--- src/rtl/seq_divider_if.sv ---
// Operand/result handshake bundle for seq_divider: one valid/ready channel in, one out.
// The divider takes the slave view; the producer/consumer side takes the master view.
interface seq_divider_if #(
  parameter int WIDTH = 16
);
  logic             in_valid;
  logic             in_ready;
  logic [WIDTH-1:0] N;
  logic [WIDTH-1:0] D;
  logic             signed_mode;
  logic             out_valid;
  logic             out_ready;
  logic [WIDTH-1:0] Q;
  logic [WIDTH-1:0] R;
  logic             div_by_zero;

  modport master (
    output in_valid, N, D, signed_mode, out_ready,
    input  in_ready, out_valid, Q, R, div_by_zero
  );

  modport slave (
    input  in_valid, N, D, signed_mode, out_ready,
    output in_ready, out_valid, Q, R, div_by_zero
  );
endinterface

--- src/rtl/seq_divider.sv ---
// Radix-2 restoring divider, one quotient bit per clock, unsigned or signed
// (truncate toward zero) operands, with divide-by-zero flagging.
module seq_divider #(
  parameter int WIDTH = 16
) (
  input  logic         clk,
  input  logic         rst_n,
  seq_divider_if.slave bus
);

  localparam int CNT_W = $clog2(WIDTH);

  typedef enum logic [1:0] {
    IDLE = 2'd0,
    CALC = 2'd1,
    DONE = 2'd2
  } state_t;

  state_t           r_state;
  state_t           w_next_state;

  // Operand/iteration registers
  logic [WIDTH-1:0] r_dividend;
  logic [WIDTH-1:0] r_divisor;
  logic [WIDTH-1:0] r_quot;
  logic [WIDTH-1:0] r_rem;
  logic [CNT_W-1:0] r_cnt;
  logic             r_signed;
  logic             r_neg_n;
  logic             r_neg_d;
  logic             r_zero;
  logic             r_final;

  // Result registers
  logic [WIDTH-1:0] r_q;
  logic [WIDTH-1:0] r_r;
  logic             r_dbz;

  logic             w_accept;
  logic             w_d_zero;
  logic [WIDTH-1:0] w_abs_n;
  logic [WIDTH-1:0] w_abs_d;
  logic [WIDTH:0]   w_shift;
  logic             w_ge;
  logic [WIDTH-1:0] w_diff;
  logic [WIDTH-1:0] w_q_fix;
  logic [WIDTH-1:0] w_r_fix;

  // ---------------------------------------------------------------------------
  // Control FSM
  // ---------------------------------------------------------------------------
  // NOTE: state and datapath registers use non-blocking (<=) so every flop
  // samples pre-edge values; blocking here would create order-dependent races.
  always_ff @(posedge clk or negedge rst_n) begin
    if (!rst_n) begin
      r_state <= IDLE;
    end else begin
      r_state <= w_next_state;
    end
  end

  // NOTE: every signal driven here gets a default first, so no path through
  // the case statement can leave one unassigned and infer a latch.
  always_comb begin
    w_next_state  = r_state;
    w_accept      = 1'b0;
    bus.in_ready  = 1'b0;
    bus.out_valid = 1'b0;
    unique case (r_state)
      IDLE: begin
        bus.in_ready = 1'b1;
        if (bus.in_valid) begin
          w_accept     = 1'b1;
          w_next_state = CALC;
        end
      end
      CALC: begin
        if (r_final) begin
          w_next_state = DONE;
        end
      end
      DONE: begin
        bus.out_valid = 1'b1;
        if (bus.out_ready) begin
          w_next_state = IDLE;
        end
      end
      default: w_next_state = IDLE;
    endcase
  end

  // ---------------------------------------------------------------------------
  // Operand conditioning
  // ---------------------------------------------------------------------------
  assign w_d_zero = (bus.D == '0);
  assign w_abs_n  = (bus.signed_mode && bus.N[WIDTH-1]) ? -bus.N : bus.N;
  assign w_abs_d  = (bus.signed_mode && bus.D[WIDTH-1]) ? -bus.D : bus.D;

  // ---------------------------------------------------------------------------
  // Restoring iteration. The shifted partial remainder carries one extra bit
  // so the compare against a full-width divisor cannot overflow. The stored
  // remainder is always below the divisor, so WIDTH bits hold it, and the low
  // WIDTH bits of the subtraction are exact whenever w_ge is set.
  // ---------------------------------------------------------------------------
  assign w_shift = {r_rem, r_dividend[WIDTH-1]};
  assign w_ge    = (w_shift >= {1'b0, r_divisor});
  assign w_diff  = w_shift[WIDTH-1:0] - r_divisor;

  // Quotient sign follows the operand signs; the remainder follows the dividend.
  assign w_q_fix = (r_signed && (r_neg_n ^ r_neg_d)) ? -r_quot : r_quot;
  assign w_r_fix = (r_signed && r_neg_n) ? -r_rem : r_rem;

  always_ff @(posedge clk or negedge rst_n) begin
    if (!rst_n) begin
      r_dividend <= '0;
      r_divisor  <= '0;
      r_quot     <= '0;
      r_rem      <= '0;
      r_cnt      <= '0;
      r_signed   <= 1'b0;
      r_neg_n    <= 1'b0;
      r_neg_d    <= 1'b0;
      r_zero     <= 1'b0;
      r_final    <= 1'b0;
      r_q        <= '0;
      r_r        <= '0;
      r_dbz      <= 1'b0;
    end else if (w_accept) begin
      r_signed   <= bus.signed_mode;
      r_neg_n    <= bus.N[WIDTH-1];
      r_neg_d    <= bus.D[WIDTH-1];
      r_zero     <= w_d_zero;
      // A zero divisor skips the iterations and must report the raw dividend.
      r_dividend <= w_d_zero ? bus.N : w_abs_n;
      r_divisor  <= w_abs_d;
      r_quot     <= '0;
      r_rem      <= '0;
      r_cnt      <= CNT_W'(WIDTH - 1);
      r_final    <= w_d_zero;
    end else if (r_state == CALC) begin
      if (r_final) begin
        r_final <= 1'b0;
        if (r_zero) begin
          r_q   <= '1;
          r_r   <= r_dividend;
          r_dbz <= 1'b1;
        end else begin
          r_q   <= w_q_fix;
          r_r   <= w_r_fix;
          r_dbz <= 1'b0;
        end
      end else begin
        r_rem      <= w_ge ? w_diff : w_shift[WIDTH-1:0];
        r_quot     <= {r_quot[WIDTH-2:0], w_ge};
        r_dividend <= {r_dividend[WIDTH-2:0], 1'b0};
        r_cnt      <= r_cnt - CNT_W'(1);
        if (r_cnt == '0) begin
          r_final <= 1'b1;
        end
      end
    end
  end

  assign bus.Q           = r_q;
  assign bus.R           = r_r;
  assign bus.div_by_zero = r_dbz;

endmodule

--- src/flat_wrapper.sv ---
// flat-port wrapper written by rule: the top's interface ports become plain ports
module seq_divider_flat 
#(
  parameter int WIDTH = 16
)
  (clk, rst_n, bus_in_valid, bus_N, bus_D, bus_signed_mode, bus_out_ready, bus_in_ready, bus_out_valid, bus_Q, bus_R, bus_div_by_zero);
  seq_divider_if #(.WIDTH(WIDTH)) bus_i ();
  input  logic clk;
  input  logic rst_n;
  input wire logic [$bits(bus_i.in_valid)-1:0] bus_in_valid;
  input wire logic [$bits(bus_i.N)-1:0] bus_N;
  input wire logic [$bits(bus_i.D)-1:0] bus_D;
  input wire logic [$bits(bus_i.signed_mode)-1:0] bus_signed_mode;
  input wire logic [$bits(bus_i.out_ready)-1:0] bus_out_ready;
  output wire logic [$bits(bus_i.in_ready)-1:0] bus_in_ready;
  output wire logic [$bits(bus_i.out_valid)-1:0] bus_out_valid;
  output wire logic [$bits(bus_i.Q)-1:0] bus_Q;
  output wire logic [$bits(bus_i.R)-1:0] bus_R;
  output wire logic [$bits(bus_i.div_by_zero)-1:0] bus_div_by_zero;
  assign bus_i.in_valid = bus_in_valid;
  assign bus_i.N = bus_N;
  assign bus_i.D = bus_D;
  assign bus_i.signed_mode = bus_signed_mode;
  assign bus_i.out_ready = bus_out_ready;
  assign bus_in_ready = bus_i.in_ready;
  assign bus_out_valid = bus_i.out_valid;
  assign bus_Q = bus_i.Q;
  assign bus_R = bus_i.R;
  assign bus_div_by_zero = bus_i.div_by_zero;
  seq_divider #(.WIDTH(WIDTH)) u_core (.clk(clk), .rst_n(rst_n), .bus(bus_i));
endmodule
--- config.mk ---
export PLATFORM = sky130hd
export DESIGN_NAME = seq_divider_flat
export DESIGN_NICKNAME = d
export VERILOG_FILES = /design/src/rtl/seq_divider_if.sv /design/src/rtl/seq_divider.sv /design/src/flat_wrapper.sv
export SDC_FILE = /design/constraint.sdc
export NUM_CORES = 1
export LEC_CHECK = 0
export BUFFER_PORTS_ARGS = -buffer_cell sky130_fd_sc_hd__buf_2
export CORE_MARGIN = 8
export CORE_UTILIZATION = 38
export CTS_CLUSTER_DIAMETER = 120
export DETAILED_ROUTE_END_ITERATION = 10
export SKIP_CTS_REPAIR_TIMING = 1
export SLEW_MARGIN = 10
export SYNTH_ARGS = -nofsm -noshare
export SYNTH_HDL_FRONTEND = slang
export SYNTH_SLANG_ARGS = --single-unit
--- constraint.sdc ---
create_clock -name clk -period 4.1 [get_ports clk]
set_clock_uncertainty 0.2 [all_clocks]
set_input_delay 0.82 -clock clk [delete_from_list [all_inputs] [get_ports clk]]
set_output_delay 0.82 -clock clk [all_outputs]
set_load 0.01 [all_outputs]
==> flow_summary.yaml, run 1 <==
critical_path:
  startpoint_type: "flip-flop"
  crit_arrival_ns: 3.14
  crit_chain: "ha_1 -> and3_1 -> a311oi_1 -> o211ai_2 -> buf_4 -> mux2i_1 -> o22ai_1"
  cp_max_fo: 19
  critPathSlowestCell: "o211ai_2"
  end_kind: "flip-flop"
  path_class: "flip-flop to flip-flop"
  cp.required_ns: 4.13
  cp.buffers_inverters: 1
  cpLargestDelayFamily: "compound AO/OA/AOI/OAI gates"
  slowest_delay_ns: 0.76
synth:
  postSynthCellCount: 732
  syn_area_per_cell_um2: 8.864
  ys_seq_area_frac: 0.4165
  synth-edff-count: 0
  ys_async_sr_fraction: 1.000
  synth_area_um2: 6489
  syn_nets: 792
  ys.flop_type: "dfrtp_1"
  ys_warn_count: 0
  yosysUniqueCellTypes: 61
  ys_ff_latch: 108
placement:
  gp_congestion: 0.8359
  io_buffers: 71
  post-dp-hpwl_mm: 12.58
  placed_area_um2: 7084
  dp_cells: 1000
sta:
  fmax_mhz: 321.3
  setup-tns-final_ns: 0
  max_slew_margin: 0.3541
  rsz0062_at_grt: "false"
  hold_viol: 0
  finalSetupViolations: 0
  period_needed_ns: 3.112
  tightest_slew_ns: 0.9653
  drv_slew: 0
  period_share: 0.7590
global_routing:
  grt_max_degree: 51
  grt_pass1_wl_mm: 27.69
  antenna_found_initial: 0
  grt-ovfl-total: 0
  grt_usage: 0.1574
  grt_pass1_vias: 5298
floorplan:
  core_um2: 16640
  chipWidth_um: 146.7
  ios: 72
  die_h_um: 146.7
  std_cell_rows: 47
  start_util: 0.3899
  dieArea_um2: 21510
pwr:
  p_leak_nw: 3.356
  p_per_area_nw_per_um2: 908.3
  power.total_mw: 6.692
  vdd_drop_max_mv: 0.3522
route:
  drt_first_iter_violations: 328
  drcViolationCount: 0
  firstDrtPassIters: 6
  ant_nets: 0
  vias: 5441
  vias_per_cell: 5.355
  wl_per_cell_um: 16.66
  finalWirelength_mm: 16.93
cells_and_area:
  layout.nets: 851
  layout-drive-gt1-share: 0.1495
  area_growth_pct: 13.56
  fin_cells: 1016
  fin_area_um2: 7368
  diodes: 0
clock_tree:
  cts_inserted_buffers: 9
  clk_latency_ns: 0.36
  htreeDepth: 3
  clockRootBuffer: "clkbuf_16"
  clkSlewWorstSetupHoldPaths_ns: 0.07
  cts.path.max_buffers: 2
  cts_sinks: 108
  cts_tree: "done"
run:
  max-cap-violations: 0
hold_path:
  min_path_type: "primary input to async pin"
run_status:
  status: "completed"
[path summary, 6_finish.rpt]
path / endpoint / from / cells after the start / slack [ns]
max in group asynchronous: u_core.r_quot[1] / rst_n / 2 / 2.63
setup reg to reg: u_core.r_rem[1] / u_core.r_rem[9] / 7 / 0.99
hold / removal: u_core.bus.Q[11] / rst_n / 1 / 0.28
hold reg to reg: u_core.bus.Q[0] / u_core.bus.Q[0] / 2 / 0.28
min in group clk: u_core.bus.Q[0] / u_core.bus.Q[0] / 2 / 0.28
setup / recovery: u_core.r_rem[1] / u_core.r_rem[9] / 7 / 0.99
[layout make-up]
type                       instances  area (um^2)
clock inverter                     6        45.04
inverter                          32        120.1
multi-input combinational        556         3531
clock buffer                      10        239.0
fill                            1684         9274
tap                              220        275.3
sequential                       108         2703
timing repair buffer              84        455.4
[cell families after synthesis]
| group | share of synthesized area |
|---|---|
| adder cells (fa/ha/maj) | 0.04551 |
| buffers and inverters | 0.04049 |
| multiplexers | 0.02314 |
| AO/OA/AOI/OAI | 0.2225 |
| AND/OR/NAND/NOR | 0.1614 |
| XOR/XNOR | 0.09044 |
| flip-flops | 0.4165 |
[flip-flops by register name, summed over array words and instances (netlist names)]
signal and cells:
u_core.r_final 1, u_core.r_signed 1, u_core.r_zero 1, u_core.r_cnt 4, u_core.r_divisor 16, u_core.r_neg_d 1, u_core.bus.div_by_zero 1, u_core.bus.R 16
u_core.r_state 2, u_core.r_neg_n 1, u_core.r_rem 16, u_core.bus.Q 16, u_core.r_dividend 16, u_core.r_quot 16
[placed cells by master, fill, tap and decap left out, drive strengths merged, types with 7 or more instances in the layout]
master	n
a22oi	14
o21ai	87
xnor2	29
clkbuf	10
buf	84
nand3	10
mux2i	15
a21oi	53
xor2	38
or4	8
nor4	8
o211ai	8
a21o	8
a22o	14
o31ai	9
and3	8
nor2	47
dfrtp	108
o41ai	8
nand2	102
inv	36
or3	7
ha	22
[through the flow]
step                worst slack (ns)    util  hold WS [ns]
floorplan                      1.300       -        0.2498
global placement               1.027  0.4257        0.2575
detailed placement            0.9859  0.4257        0.2619
CTS                            1.039  0.4427        0.2784
global route                  0.7800  0.4427        0.2970
finish                        0.9880  0.4427        0.2752
[report_power, final]
part	switching, mW	internal [mW]
clock network	0.418	0.436
registers	0.513	1.59
logic	2.12	1.62
total	3.05	3.64
[synth_stat cells (all sizes together), types with 2 or more instances]
library cell / instances / share of area
a211o: 2 / 0.0027
a211oi: 3 / 0.0035
a21boi: 2 / 0.0023
a21o: 8 / 0.0093
a21oi: 53 / 0.042
a22o: 14 / 0.019
a22oi: 14 / 0.016
a31o: 4 / 0.0054
a31oi: 5 / 0.0048
and2: 4 / 0.0039
and3: 8 / 0.0077
buf: 4 / 0.0033
clkbuf: 32 / 0.019
dfrtp: 108 / 0.42
ha: 22 / 0.042
inv: 32 / 0.019
mux2i: 15 / 0.023
nand2: 102 / 0.059
nand2b: 4 / 0.0039
nand3: 10 / 0.0077
nand3b: 4 / 0.0046
nand4: 4 / 0.0039
nor2: 47 / 0.027
nor3: 5 / 0.0039
nor4: 8 / 0.010
o211ai: 8 / 0.010
o21a: 3 / 0.0035
o21ai: 87 / 0.067
o22ai: 2 / 0.0019
o311ai: 2 / 0.0027
o31ai: 9 / 0.010
o41ai: 8 / 0.013
or2: 3 / 0.0029
or3: 7 / 0.0067
or4: 8 / 0.010
xnor2: 29 / 0.039
xor2: 38 / 0.051
[routing by layer]
layer | global-route usage | wire length (um)
met3 | 0.03461 | 774
met5 | 0 | 0
met1 | 0.2135 | 8165
met2 | 0.2477 | 7752
met4 | 0.04122 | 233
[worst register-to-register path: cells and delay by family, from the launching register on]
family / cells / cell delay (ns)
DFF: 1 / 0.49
muxes: 1 / 0.19
and+or+nand+nor: 1 / 0.29
AOI/OAI and AO/OA: 3 / 1.01
adders and majority gates: 1 / 0.47
buffers and inverters: 1 / 0.32
(Power assumes the default switching activity.)
==> inputs of run 2 (changes only) <==
clock period = 3 ns   (was 4.1 ns; I/O delays follow)
==> flow_summary.yaml, run 2 (synthesized netlist as in run 1, its figures left out) <==
run_status:
  status: "completed"
floorplan:
  start_util: 0.3899
  core_um2: 16640
  ios: 72
  dieArea_um2: 21510
  chipWidth_um: 146.7
  die_h_um: 146.7
  std_cell_rows: 47
route:
  vias: 5479
  finalWirelength_mm: 16.57
  wl_per_cell_um: 16.05
  drt_first_iter_violations: 321
  firstDrtPassIters: 5
  drcViolationCount: 0
  ant_nets: 0
  vias_per_cell: 5.309
sta:
  setup_ws_ns: 0.3121
  finalSetupViolations: 0
  period_needed_ns: 2.688
  hold_viol: 0
  period_share: 0.8960
  setup-tns-final_ns: 0
  tightest_slew_ns: 0.8164
  rsz0062_at_grt: "false"
  drv_slew: 0
  fmax_mhz: 372.0
  max_slew_margin: 0.4558
critical_path:
  end_kind: "flip-flop"
  crit_chain: "inv_1 -> ha_1 -> inv_1 -> fa_1 -> a211oi_1 -> o21ai_0 -> nand4_1 -> a31oi_1 -> xor2_1 -> a31o_2"
  cp.buffers_inverters: 2
  critPathSlowestCell: "dfrtp_1"
  cp_max_fo: 4
  cpLargestDelayFamily: "compound AO/OA/AOI/OAI gates"
  startpoint_type: "flip-flop"
  crit_arrival_ns: 2.74
  cp.required_ns: 3.05
  path_common_cell: "inv_1"
  path_class: "flip-flop to flip-flop"
  slowest_delay_ns: 0.43
clock_tree:
  clockRootBuffer: "clkbuf_16"
  clkSlewWorstSetupHoldPaths_ns: 0.07
  htreeDepth: 3
  cts_tree: "done"
  cts_inserted_buffers: 9
  cts.path.max_buffers: 2
  cts_sinks: 108
  clk_latency_ns: 0.36
placement:
  place_worst_setup_slack_ns: 0.1149
  post-dp-hpwl_mm: 12.63
  dp_cells: 1016
  io_buffers: 71
  gp_congestion: 0.8191
pwr:
  p_int_mw: 5.281
  clkPwrFrac: 0.139
  swShare: 0.4394
  comb_power_share: 0.566
  p_switching_mw: 4.139
  power.total_mw: 9.420
  vdd_drop_max_mv: 0.5245
  p_per_area_nw_per_um2: 1245
  p_leak_nw: 3.463
  power.sequential.fraction: 0.295
cells_and_area:
  fillers: 1672
  fin_cells: 1032
  layout.nets: 867
  final_common_cell: "dfrtp_1"
  final_cell_mix: "108 x dfrtp_1, 102 x nand2_1, 86 x o21ai_0"
  fin_util: 0.4547
  diodes: 0
  layout-drive-gt1-share: 0.1638
  area_growth_pct: 16.62
global_routing:
  grt-ovfl-total: 0
  antenna_found_initial: 0
  grt_pass1_wl_mm: 27.75
  grt_pass1_vias: 5398
  grt_max_degree: 51
  grt_usage: 0.1582
hold_path:
  min_path_type: "primary input to async pin"
run:
  max-cap-violations: 0
==> run 2: changes by cell type in the layout (fill, tap and decap cells not counted), sizes merged <==
cell      previous run  this run
clkinvlp             0         1
inv                 36        32
buf                 84       100
bufinv               0         2
clkbuf              10        11
==> run 2: final cells by class <==
cell class	count	area (um^2)	area share
multi-input cells	556	3528	0.4663
flip-flops and latches	108	2703	0.3571
repair buffers	100	613.1	0.08102
well taps	220	275.3	0.03638
clock buffers	11	242.7	0.03208
inverters	32	120.1	0.01587
clock inverters	5	85.08	0.01124
==> run 2: path summary, 6_finish.rpt <==
kind / from / endpoint / slack [ns] / cells past startpoint
worst min-delay path: rst_n / u_core.r_rem[10] / 0.04 / 1
min in group clk: bus_out_ready / u_core.r_state[1] / 0.23 / 2
worst max register to register: u_core.r_dividend[15] / u_core.r_rem[12] / 0.31 / 10
max in group asynchronous: rst_n / u_core.r_divisor[3] / 1.95 / 2
worst max-delay path: u_core.r_dividend[15] / u_core.r_rem[12] / 0.31 / 10
worst min register to register: u_core.bus.Q[0] / u_core.bus.Q[0] / 0.27 / 2
==> run 2: worst reg2reg max path: stages, from the launching register on <==
cell      delay, ns
dfrtp_1        0.43
inv_1          0.09
ha_1           0.16
inv_1          0.05
fa_1           0.42
a211oi_1       0.31
o21ai_0        0.25
nand4_1        0.18
a31oi_1        0.11
xor2_1         0.15
a31o_2         0.24
==> run 2: through the flow <==
| step | hold WS, ns | instance area (um^2) |
|---|---|---|
| 2_1_floorplan | 0.1044 | 6489 |
| 3_3_place_gp | 0.2605 | 7239 |
| 3_5_place_dp | 0.2615 | 7239 |
| 4_1_cts | 0.05012 | 7567 |
| 5_1_grt | 0.07454 | 7567 |
| 6_report | 0.04142 | 7567 |
==> run 2: power groups by stage <==
stage               Combinational [mW]  Sequential (mW)  Clock [mW]
global placement                  5.31             2.79           0
finish                            5.33             2.78        1.31
CTS                               5.37             2.78        1.35
detailed placement                5.36             2.81           0
floorplan                         3.80             2.76           0
global route                      6.03             2.87        1.41
==> run 2: per-layer routing <==
layer / wire length (um) / track usage / vias up
li1: - / - / 2757
met1: 7956 / 0.2120 / 2604
met2: 7776 / 0.2518 / 106
met3: 657 / 0.03646 / 12
met4: 175 / 0.03967 / 0
met5: 0 / 0 / -
